<file path="config.mk">
export PLATFORM = sky130hd
export DESIGN_NAME = motor_drive_controller_flat
export DESIGN_NICKNAME = d
export VERILOG_FILES = /design/src/rtl/motor_drive_controller_pkg.sv /design/src/rtl/motor_drive_controller_if.sv /design/src/rtl/motor_drive_controller_pwm.sv /design/src/rtl/motor_drive_controller.sv /design/src/flat_wrapper.sv
export SDC_FILE = /design/constraint.sdc
export NUM_CORES = 1
export LEC_CHECK = 0
export CAP_MARGIN = 20
export CORE_ASPECT_RATIO = 0.5
export CORE_MARGIN = 4
export CORE_UTILIZATION = 52
export CTS_BUF_LIST = sky130_fd_sc_hd__clkbuf_16
export CTS_CLUSTER_SIZE = 25
export DETAILED_ROUTE_END_ITERATION = 12
export PLACE_DENSITY = 0.8
export SETUP_SLACK_MARGIN = 0.2
export SLEW_MARGIN = 10
export SYNTH_ARGS = -nofsm -noshare
export SYNTH_HDL_FRONTEND = slang
export SYNTH_SLANG_ARGS = --single-unit
</file>
<file path="constraint.sdc">
create_clock -name clk -period 6.1 [get_ports clk]
set_input_delay 1.525 -clock clk [delete_from_list [all_inputs] [get_ports clk]]
set_output_delay 1.525 -clock clk [all_outputs]
set_load 0.01 [all_outputs]
</file>
<file path="src/rtl/motor_drive_controller_pkg.sv">
// Shared types and constants for the motor drive path; the DRIVE/STOP
// encoding matches the collision detector's output flag.
package motor_pkg;

  typedef enum logic [1:0] {
    IDLE  = 2'd0,
    RAMP  = 2'd1,
    RUN   = 2'd2,
    BRAKE = 2'd3
  } state_t;

  localparam logic FORWARDS  = 1'b1;
  localparam logic BACKWARDS = 1'b0;
  localparam logic DRIVE     = 1'b1;
  localparam logic STOP      = 1'b0;

endpackage

</file>
<file path="src/rtl/motor_drive_controller_if.sv">
// Command/bridge bundle between the supervisor side and the motor drive controller.
interface motor_drive_controller_if;

  logic       direction;
  logic       col_detect;
  logic [7:0] speed_cmd;
  logic       pwm;
  logic       in1;
  logic       in2;
  logic       moving;
  logic [1:0] state_out;
  logic       period_start;

  modport master (
    output direction, col_detect, speed_cmd,
    input  pwm, in1, in2, moving, state_out, period_start
  );

  modport slave (
    input  direction, col_detect, speed_cmd,
    output pwm, in1, in2, moving, state_out, period_start
  );

endinterface

</file>
<file path="src/rtl/motor_drive_controller_pwm.sv">
// Prescaled 8-bit PWM: the duty is latched only at the period wrap so a
// running period never changes shape mid-way.
module pwm_generator #(
  parameter int PWM_PRESCALE = 8
) (
  input  logic       clk,
  input  logic       rst,
  input  logic [7:0] duty_tgt,
  output logic       pwm_raw,
  output logic       period_start
);

  localparam int PW = (PWM_PRESCALE > 1) ? $clog2(PWM_PRESCALE) : 1;
  localparam logic [PW-1:0] PRE_LAST = PW'(PWM_PRESCALE - 1);

  logic [PW-1:0] presc;
  logic [7:0]    pwm_cnt;
  logic [7:0]    duty_act;
  logic          step;

  assign step = (presc == PRE_LAST);

  always_ff @(posedge clk or negedge rst) begin
    if (!rst) begin
      presc        <= '0;
      pwm_cnt      <= '0;
      duty_act     <= '0;
      period_start <= 1'b0;
    end else begin
      presc        <= step ? '0 : presc + PW'(1);
      period_start <= 1'b0;
      if (step) begin
        pwm_cnt <= pwm_cnt + 8'd1;
        if (pwm_cnt == 8'hFF) begin
          duty_act     <= duty_tgt;
          period_start <= 1'b1;
        end
      end
    end
  end

  // Strict compare: duty 0 never fires, duty 255 leaves one low step per period.
  assign pwm_raw = (pwm_cnt < duty_act);

endmodule

</file>
<file path="src/rtl/motor_drive_controller.sv">
// H-bridge drive controller: soft-start ramp, short-circuit brake on stop or
// reversal, and coast when idle. All bridge outputs are registered.
module motor_drive_controller
  import motor_pkg::*;
#(
  parameter int PWM_PRESCALE     = 8,
  parameter int RAMP_STEP_CYCLES = 50_000,
  parameter int BRAKE_CYCLES     = 500_000
) (
  input  logic                     clk,
  input  logic                     rst,
  motor_drive_controller_if.slave  bus
);

  localparam int RW = (RAMP_STEP_CYCLES > 1) ? $clog2(RAMP_STEP_CYCLES) : 1;
  localparam int BW = (BRAKE_CYCLES > 1) ? $clog2(BRAKE_CYCLES) : 1;
  localparam logic [RW-1:0] RAMP_LAST  = RW'(RAMP_STEP_CYCLES - 1);
  localparam logic [BW-1:0] BRAKE_LAST = BW'(BRAKE_CYCLES - 1);

  state_t        state;
  logic [7:0]    duty_tgt;
  logic          dir_q;
  logic [RW-1:0] ramp_cnt;
  logic [BW-1:0] brake_cnt;
  logic          pwm_q, in1_q, in2_q, moving_q;
  logic          pwm_raw, period_start;
  logic          abort;

  pwm_generator #(.PWM_PRESCALE(PWM_PRESCALE)) u_pwm (
    .clk          (clk),
    .rst          (rst),
    .duty_tgt     (duty_tgt),
    .pwm_raw      (pwm_raw),
    .period_start (period_start)
  );

  // A stop and a reversal share one brake interval.
  assign abort = (bus.col_detect == STOP) || (bus.direction != dir_q);

  always_ff @(posedge clk or negedge rst) begin
    if (!rst) begin
      state     <= IDLE;
      duty_tgt  <= '0;
      dir_q     <= FORWARDS;
      ramp_cnt  <= '0;
      brake_cnt <= '0;
      pwm_q     <= 1'b0;
      in1_q     <= 1'b0;
      in2_q     <= 1'b0;
      moving_q  <= 1'b0;
    end else begin
      pwm_q    <= 1'b0;
      in1_q    <= 1'b0;
      in2_q    <= 1'b0;
      moving_q <= 1'b0;
      case (state)
        IDLE: begin
          duty_tgt  <= '0;
          ramp_cnt  <= '0;
          brake_cnt <= '0;
          if (bus.col_detect == DRIVE && bus.speed_cmd != 8'd0) begin
            dir_q    <= bus.direction;
            state    <= RAMP;
            moving_q <= 1'b1;
            in1_q    <= bus.direction;
            in2_q    <= ~bus.direction;
          end
        end
        RAMP, RUN: begin
          if (abort) begin
            state     <= BRAKE;
            brake_cnt <= '0;
            ramp_cnt  <= '0;
            duty_tgt  <= '0;
            pwm_q     <= 1'b1;
            in1_q     <= 1'b1;
            in2_q     <= 1'b1;
          end else if (bus.speed_cmd == 8'd0) begin
            state    <= IDLE;
            ramp_cnt <= '0;
            duty_tgt <= '0;
          end else begin
            moving_q <= 1'b1;
            in1_q    <= dir_q;
            in2_q    <= ~dir_q;
            pwm_q    <= pwm_raw;
            if (state == RUN) begin
              if (bus.speed_cmd < duty_tgt) begin
                duty_tgt <= bus.speed_cmd;
              end else if (bus.speed_cmd > duty_tgt) begin
                state    <= RAMP;
                ramp_cnt <= '0;
              end
            end else if (bus.speed_cmd <= duty_tgt) begin
              duty_tgt <= bus.speed_cmd;
              state    <= RUN;
              ramp_cnt <= '0;
            end else if (ramp_cnt == RAMP_LAST) begin
              ramp_cnt <= '0;
              duty_tgt <= duty_tgt + 8'd1;
              if (duty_tgt + 8'd1 == bus.speed_cmd) state <= RUN;
            end else begin
              ramp_cnt <= ramp_cnt + RW'(1);
            end
          end
        end
        BRAKE: begin
          pwm_q <= 1'b1;
          in1_q <= 1'b1;
          in2_q <= 1'b1;
          if (brake_cnt == BRAKE_LAST) begin
            state     <= IDLE;
            brake_cnt <= '0;
            ramp_cnt  <= '0;
            pwm_q     <= 1'b0;
            in1_q     <= 1'b0;
            in2_q     <= 1'b0;
          end else begin
            brake_cnt <= brake_cnt + BW'(1);
          end
        end
        default: state <= IDLE;
      endcase
    end
  end

  assign bus.pwm          = pwm_q;
  assign bus.in1          = in1_q;
  assign bus.in2          = in2_q;
  assign bus.moving       = moving_q;
  assign bus.state_out    = state;
  assign bus.period_start = period_start;

endmodule

</file>
<file path="src/flat_wrapper.sv">
// flat-port wrapper written by rule: the top's interface ports become plain ports
module motor_drive_controller_flat import motor_pkg::*;
#(
  parameter int PWM_PRESCALE     = 8,
  parameter int RAMP_STEP_CYCLES = 50_000,
  parameter int BRAKE_CYCLES     = 500_000
)
  (clk, rst, bus_direction, bus_col_detect, bus_speed_cmd, bus_pwm, bus_in1, bus_in2, bus_moving, bus_state_out, bus_period_start);
  motor_drive_controller_if bus_i ();
  input  logic clk;
  input  logic rst;
  input wire logic [$bits(bus_i.direction)-1:0] bus_direction;
  input wire logic [$bits(bus_i.col_detect)-1:0] bus_col_detect;
  input wire logic [$bits(bus_i.speed_cmd)-1:0] bus_speed_cmd;
  output wire logic [$bits(bus_i.pwm)-1:0] bus_pwm;
  output wire logic [$bits(bus_i.in1)-1:0] bus_in1;
  output wire logic [$bits(bus_i.in2)-1:0] bus_in2;
  output wire logic [$bits(bus_i.moving)-1:0] bus_moving;
  output wire logic [$bits(bus_i.state_out)-1:0] bus_state_out;
  output wire logic [$bits(bus_i.period_start)-1:0] bus_period_start;
  assign bus_i.direction = bus_direction;
  assign bus_i.col_detect = bus_col_detect;
  assign bus_i.speed_cmd = bus_speed_cmd;
  assign bus_pwm = bus_i.pwm;
  assign bus_in1 = bus_i.in1;
  assign bus_in2 = bus_i.in2;
  assign bus_moving = bus_i.moving;
  assign bus_state_out = bus_i.state_out;
  assign bus_period_start = bus_i.period_start;
  motor_drive_controller #(.PWM_PRESCALE(PWM_PRESCALE), .RAMP_STEP_CYCLES(RAMP_STEP_CYCLES), .BRAKE_CYCLES(BRAKE_CYCLES)) u_core (.clk(clk), .rst(rst), .bus(bus_i));
endmodule
</file>
-- Word level (Yosys, flattened, before mapping)
Cells that the tools add are included.
- multiply operators: 0
- equality and inequality tests: 17
- bitwise logic cells: 3
- divide/modulo/power cells: 0
- shifts and indexed selects: 0
- mux-type cells: 49
- add/subtract/negate cells: 5
- magnitude comparators: 4
- reductions and logical operators: 12
- operator list (kind ; count):
    16-bit two-way mux ; 8
    19-bit case mux with 3 select lines ; 1
    8-bit two-way mux ; 6
    16-bit case mux with 3 select lines ; 1
    19-bit two-way mux ; 2
    2-bit two-way mux ; 10
    19-bit by 1-bit adder with 19-bit output, second input constant ; 1
    19-bit equality test, second input constant ; 1
    16-bit by 1-bit adder with 16-bit output, second input constant ; 1
    8-bit by 1-bit adder with 8-bit output, second input constant ; 2
    16-bit equality test, second input constant ; 1
    8-bit less-than comparator ; 2
    8-bit case mux with 2 select lines ; 1
    5-bit by 3-bit inequality test with 1-bit output, second input constant ; 3
    1-bit two-way mux ; 14
    6-bit by 1-bit inequality test with 1-bit output, second input constant ; 2
    8-bit equality test ; 1
    8-bit equality test, second input constant ; 1
    8-bit > comparator ; 1
    8-bit less-or-equal comparator ; 1
    8-bit zero test ; 1
    8-bit nonzero test ; 1
    2-bit by 1-bit inequality test with 1-bit output, second input constant ; 3
    1-bit case mux with 3 select lines ; 2
    17 further kinds ; 23
- memories: 0
- bits in writable memories: 0
- output and inout port bits: 7
- bits in latches: 0
- word-level logic and storage cells: 103
- input bits: 12
- bits in registers: 70
- memory bits (read-only): 0

-- Logic depth before layout (Yosys ltp)
- depth after elaboration: 9
- mapped depth: 11
- depth with buffers taken out: 9

-- By module
Synthesis repeated with hierarchy kept, for this count alone.
- cell total of the unflattened synthesis: 450
- area, all modules: 4352.9 um^2
- modules (own cells, without submodules) (module ; area each (um^2) ; sequential area each (um^2) ; cells each ; instances):
    motor_drive_controller ; 3379.5 ; 1252.5 ; 370 ; 1
    pwm_generator ; 973.4 ; 500.5 ; 80 ; 1

-- Worst setup path before layout
OpenSTA, ideal clock, no wires.
- path type: input -> register
- from: input port bus_speed_cmd[1]
- to: register u_core.ramp_cnt[9]
- buffers on the path: 1
- setup slack: 2.403 ns
- library setup time: 0.076 ns
- stages on the path: 9
- arrival: 3.621 ns
- data required time: 6.024 ns
- path through: ha_1 -> nor2b_1 -> o211ai_1 -> a211oi_1 -> o21ai_1 -> or4_1 -> buf_2 -> or3_1 -> o21ai_1
- cells in the longest elaborated chain, start to end: 6
- elaborated cells on any way between the ends: 12
- those cells by class: order compare (3); eq/ne (2); mux (5); reduce/logical (2)
- RTL lines (what ; RTL line ; text):
    start, declared ; flat_wrapper.sv:14 ; input wire logic [$bits(bus_i.speed_cmd)-1:0] bus_speed_cmd;
    8-bit less-or-equal comparator ; motor_drive_controller.sv:94 ; end else if (bus.speed_cmd <= duty_tgt) begin
    16-bit two-way mux ; motor_drive_controller.sv:94 ;
    16-bit two-way mux ; motor_drive_controller.sv:87 ; if (state == RUN) begin
    16-bit two-way mux ; motor_drive_controller.sv:78 ; end else if (bus.speed_cmd == 8'd0) begin
    16-bit two-way mux ; motor_drive_controller.sv:70 ; if (abort) begin
    16-bit case mux with 3 select lines ; motor_drive_controller.sv:56 ; case (state)
    end signal, assigned ; motor_drive_controller.sv:103 ; ramp_cnt <= ramp_cnt + RW'(1);
    end, declared ; motor_drive_controller.sv:23 ; logic [RW-1:0] ramp_cnt;
Several ways; a longest one is shown, not always the timed one.
A chain may end at the register's enable or synchronous reset.

-- Worst setup path after layout
- from: input port bus_speed_cmd[5]
- to: register u_core.state[0], in the netlist u_core.bus.state_out[0]
- cells in the longest elaborated chain, start to end: 6
- elaborated cells on any way between the ends: 18
- those cells by class: order compare (3); eq/ne (6); mux (5); reduce/logical (4)
- RTL lines (what ; RTL line ; text):
    8-bit less-or-equal comparator ; motor_drive_controller.sv:94 ;
    2-bit two-way mux ; motor_drive_controller.sv:94 ;
    2-bit two-way mux ; motor_drive_controller.sv:87 ;
    2-bit two-way mux ; motor_drive_controller.sv:78 ;
    2-bit two-way mux ; motor_drive_controller.sv:70 ;
    2-bit case mux with 3 select lines ; motor_drive_controller.sv:56 ;
    end signal, assigned ; motor_drive_controller.sv:71 ; state <= BRAKE;
    end signal, assigned ; motor_drive_controller.sv:79 ; state <= IDLE;
    end signal, assigned ; motor_drive_controller.sv:91 ; state <= RAMP;
    end, declared ; motor_drive_controller.sv:20 ; state_t state;
Several ways; a longest one is shown, not always the timed one.

==> qor.csv <==
stage;metric;value;unit
outcome;status;finished clean;
clock_network;cts_sinks;70;
die;fp.dieW;134;µm
power_and_ir_drop;power-per-cell-area;334;nW/µm²
place;dpl_worst_slack;1.42;ns
sta;finalCriticalPeriod;4.38;ns
critical_path;cp_slowest_cell;clkdlybuf4s50_1;
synth;seq_area_frac_synth;0.428;
min_path;hp-start;u_core.u_pwm.presc[0]$_DFF_PN0_;
route;firstDrtPassIters;6;
clock_network;h-tree-depth;3;
die;rows;22;
route;vias;3487;
finish;nets;514;
clock_network;clk_pin_slew;0.06;ns
sta;setup_violations;0;
power_and_ir_drop;finalPower;1.55;mW
route;drcViolationCount;0;
finish;post_route_cells_drive_above_1_share;0.0582;
critical_path;cp-end-kind;flip-flop;
synth;yosys_warnings;0;
power_and_ir_drop;p_leak;1.86;nW
route;wire_per_inst;15.5;µm
sta;worstMarginPinSlew;0.915;ns
die;start_util;0.548;
critical_path;critical_path.max_stage_delay;0.55;ns
synth;synth_ff_type;dfrtp_1;
sta;max_freq;228;MHz
critical_path;path_buf_inv;2;
global_route;grtUsageTotal;0.206;
sta;hold_violations;0;
synth;netlist_area;4100;µm²
place;gp_congestion;0.936;
global_route;overflow;0;
route;totalWireLength;9160;µm
finish;final_common_cell;dfrtp_1;
synth;postSynth.asyncResetShare;1.00;
synth;synth_area_per_cell;8.95;µm²
finish;fin_cells;589;
finish;fillCellCount;625;
critical_path;start_kind;input pin;
die;die_h;70.8;µm
sta;layout_setup_ws;1.72;ns
place;place_inst;574;
synth;syn_nets;495;
global_route;grt_max_degree;71;
global_route;grt_pass1_vias;3261;
finish;final_cell_mix;dfrtp_1 (69), nand2_1 (44), nor2_1 (37), o21ai_0 (32), a21oi_1 (30);
sta;hold_slack;0.436;ns
critical_path;reg2reg_from;u_core.bus.state_out[1]$_DFFE_PN0P_;
critical_path;r2r-end;u_core.ramp_cnt[14]$_DFFE_PN0P_;
route;drt_iter0_drc;351;
critical_path;cp.arrival;4.60;ns
route;drt-vias-per-instance;5.92;
critical_path;path_cells;clkdlybuf4s50_1 > ha_1 > nand4_1 > nor2_1 > a211oi_1 > o21ai_1 > buf_4 > a311oi_1 > nor4b_1 > mux2_2;
finish;multi_input_area;2190;µm²
sta;grt_setup_unrepaired;no;
sta;maxSlewViolCount;0;
min_path;min_delay_worst_endpoint;u_core.u_pwm.presc[0]$_DFF_PN0_;
synth;syn_inst;458;
finish;area_growth;13.1;%
clock_network;cts-resized-gates;0;
place;place.detailed.hpwl;6400;µm
clock_network;root_buffer;clkbuf_16;
clock_network;clockBufferDepth;2;
clock_network;clk_latency;0.34;ns
critical_path;reg2reg_depth;8;
finish;antenna_cells;0;
min_path;holdPathStages;1;
synth;yosysUniqueCellTypes;51;
critical_path;r2r_slack;2.89;ns
clock_network;cts_hold_buf;0;
critical_path;worst-path-max-fanout;17;
finish;seqCellArea;1750;µm²
global_route;antenna_found_initial;0;
min_path;hold_class;flip-flop to flip-flop;
die;core_area;7490;µm²
clock_network;cts_buffers;9;
global_route;grt_pass1_wl;15600;µm
die;io_pins;19;
clock_network;cts_tree;yes;
critical_path;path_class;input pin to flip-flop;
critical_path;worstPathRequired;6.32;ns
synth;synth-edff-count;0;
sta;fin_crit_sh;0.719;
synth;yosys_register_bits;70;
clock_network;post_cts_buffers;0;
run;drv_cap;0;
power_and_ir_drop;ir_drop;0.182;mV
route;drtAntennaViolNets;0;
sta;relSlewSlack;0.388;
die;dieArea;9460;µm²
sta;final.setup_skew;0.00763;ns
place;port_buffers;18;
sta;tns;0;ns
critical_path;crit_family;buffers and inverters;
[power by group]
group	switching, mW	internal [mW]
combinational	0.331	0.206
sequential	0.0475	0.512
clock	0.188	0.267
total	0.566	0.984
[area by class of cell]
cell class,instances,share of cell area
Clock buffer,9,0.0486
Tap cell,108,0.0291
Clock inverter,6,0.00674
Multi-Input combinational cell,346,0.472
Sequential cell,70,0.378
Inverter,29,0.0235
Timing Repair Buffer,21,0.0426
[sequential cells by signal, indices dropped and copies added, names as in the netlist]
signal                     cells
u_core.brake_cnt              19
u_core.ramp_cnt               16
u_core.duty_tgt                8
u_core.u_pwm.duty_act          8
u_core.u_pwm.pwm_cnt           8
u_core.u_pwm.presc             3
u_core.bus.state_out           2
u_core.bus.in1                 1
u_core.bus.in2                 1
u_core.bus.moving              1
u_core.bus.pwm                 1
u_core.dir_q                   1
u_core.u_pwm.period_start      1
[stage by stage]
step | area (µm²) | util
2_1_floorplan | 4100 | -
3_3_place_gp | 4380 | 0.585
3_5_place_dp | 4380 | 0.585
4_1_cts | 4640 | 0.619
5_1_grt | 4640 | 0.619
6_report | 4640 | 0.619
[routing by layer]
layer  GRT usage  routed length (µm)  up-vias
met4      0.0513                 163        0
met3      0.0703                 568       22
met1       0.286                4390     1647
met2       0.312                4040      133
met5           0                   0        -
li1            -                   -     1685
[how the worst max path moves through the flow]
stage / startpoint / endpoint / slack [ns] / depth (start not counted)
after floorplan: bus_speed_cmd[1] / u_core.ramp_cnt[9]$_DFFE_PN0P_ / 2.40 / 9
after global placement: bus_speed_cmd[5] / u_core.bus.state_out[1]$_DFFE_PN0P_ / 1.57 / 10
after detailed placement: bus_speed_cmd[5] / u_core.bus.state_out[0]$_DFFE_PN0P_ / 1.42 / 10
after CTS: bus_speed_cmd[5] / u_core.bus.state_out[0]$_DFFE_PN0P_ / 1.76 / 10
after global routing: bus_speed_cmd[5] / u_core.bus.state_out[0]$_DFFE_PN0P_ / 1.51 / 10
final: bus_speed_cmd[5] / u_core.bus.state_out[0]$_DFFE_PN0P_ / 1.72 / 10
[worst register-to-register path: stages, from the launching register on]
cell      delay (ns)
dfrtp_1         0.44
inv_1           0.09
ha_1            0.36
nand3_1         0.28
nand2b_1        0.41
nor4_2          0.79
or2_2           0.36
nor4_1          0.07
o2bb2a_1        0.30
[Yosys cell counts, types with 4 or more instances]
cell type  instances  area, µm²
nand3_1           22        110
nor3_1            18       90.1
a211oi_1           4       30.0
o31ai_1            5       37.5
nor2_1            37        139
clkbuf_1          11       41.3
xor2_1            11       96.3
o22ai_1            8       50.1
nor4_1             9       56.3
or3_1              8       50.1
nand2_1           44        165
and3_1             6       37.5
nand4_1           16        100
mux2_2             4       45.0
dfrtp_1           69       1730
xnor2_1           19        166
ha_1              25        313
o21ai_0           32        160
inv_1             28        105
a21oi_1           30        150
[kinds of logic (layout without fill, tap and decap cells)]
kind of cell / Yosys count / after routing / synth area share
DFF: 70 / 70 / 0.428
AOI/OAI and AO/OA: 100 / 100 / 0.147
buffers and inverters: 42 / 65 / 0.0391
muxes: 6 / 6 / 0.0159
xor gates and xnor gates: 30 / 30 / 0.0641
and+or+nand+nor: 185 / 185 / 0.230
adders and majority gates: 25 / 25 / 0.0763
No activity file was read; power rests on OpenSTA's default activity.
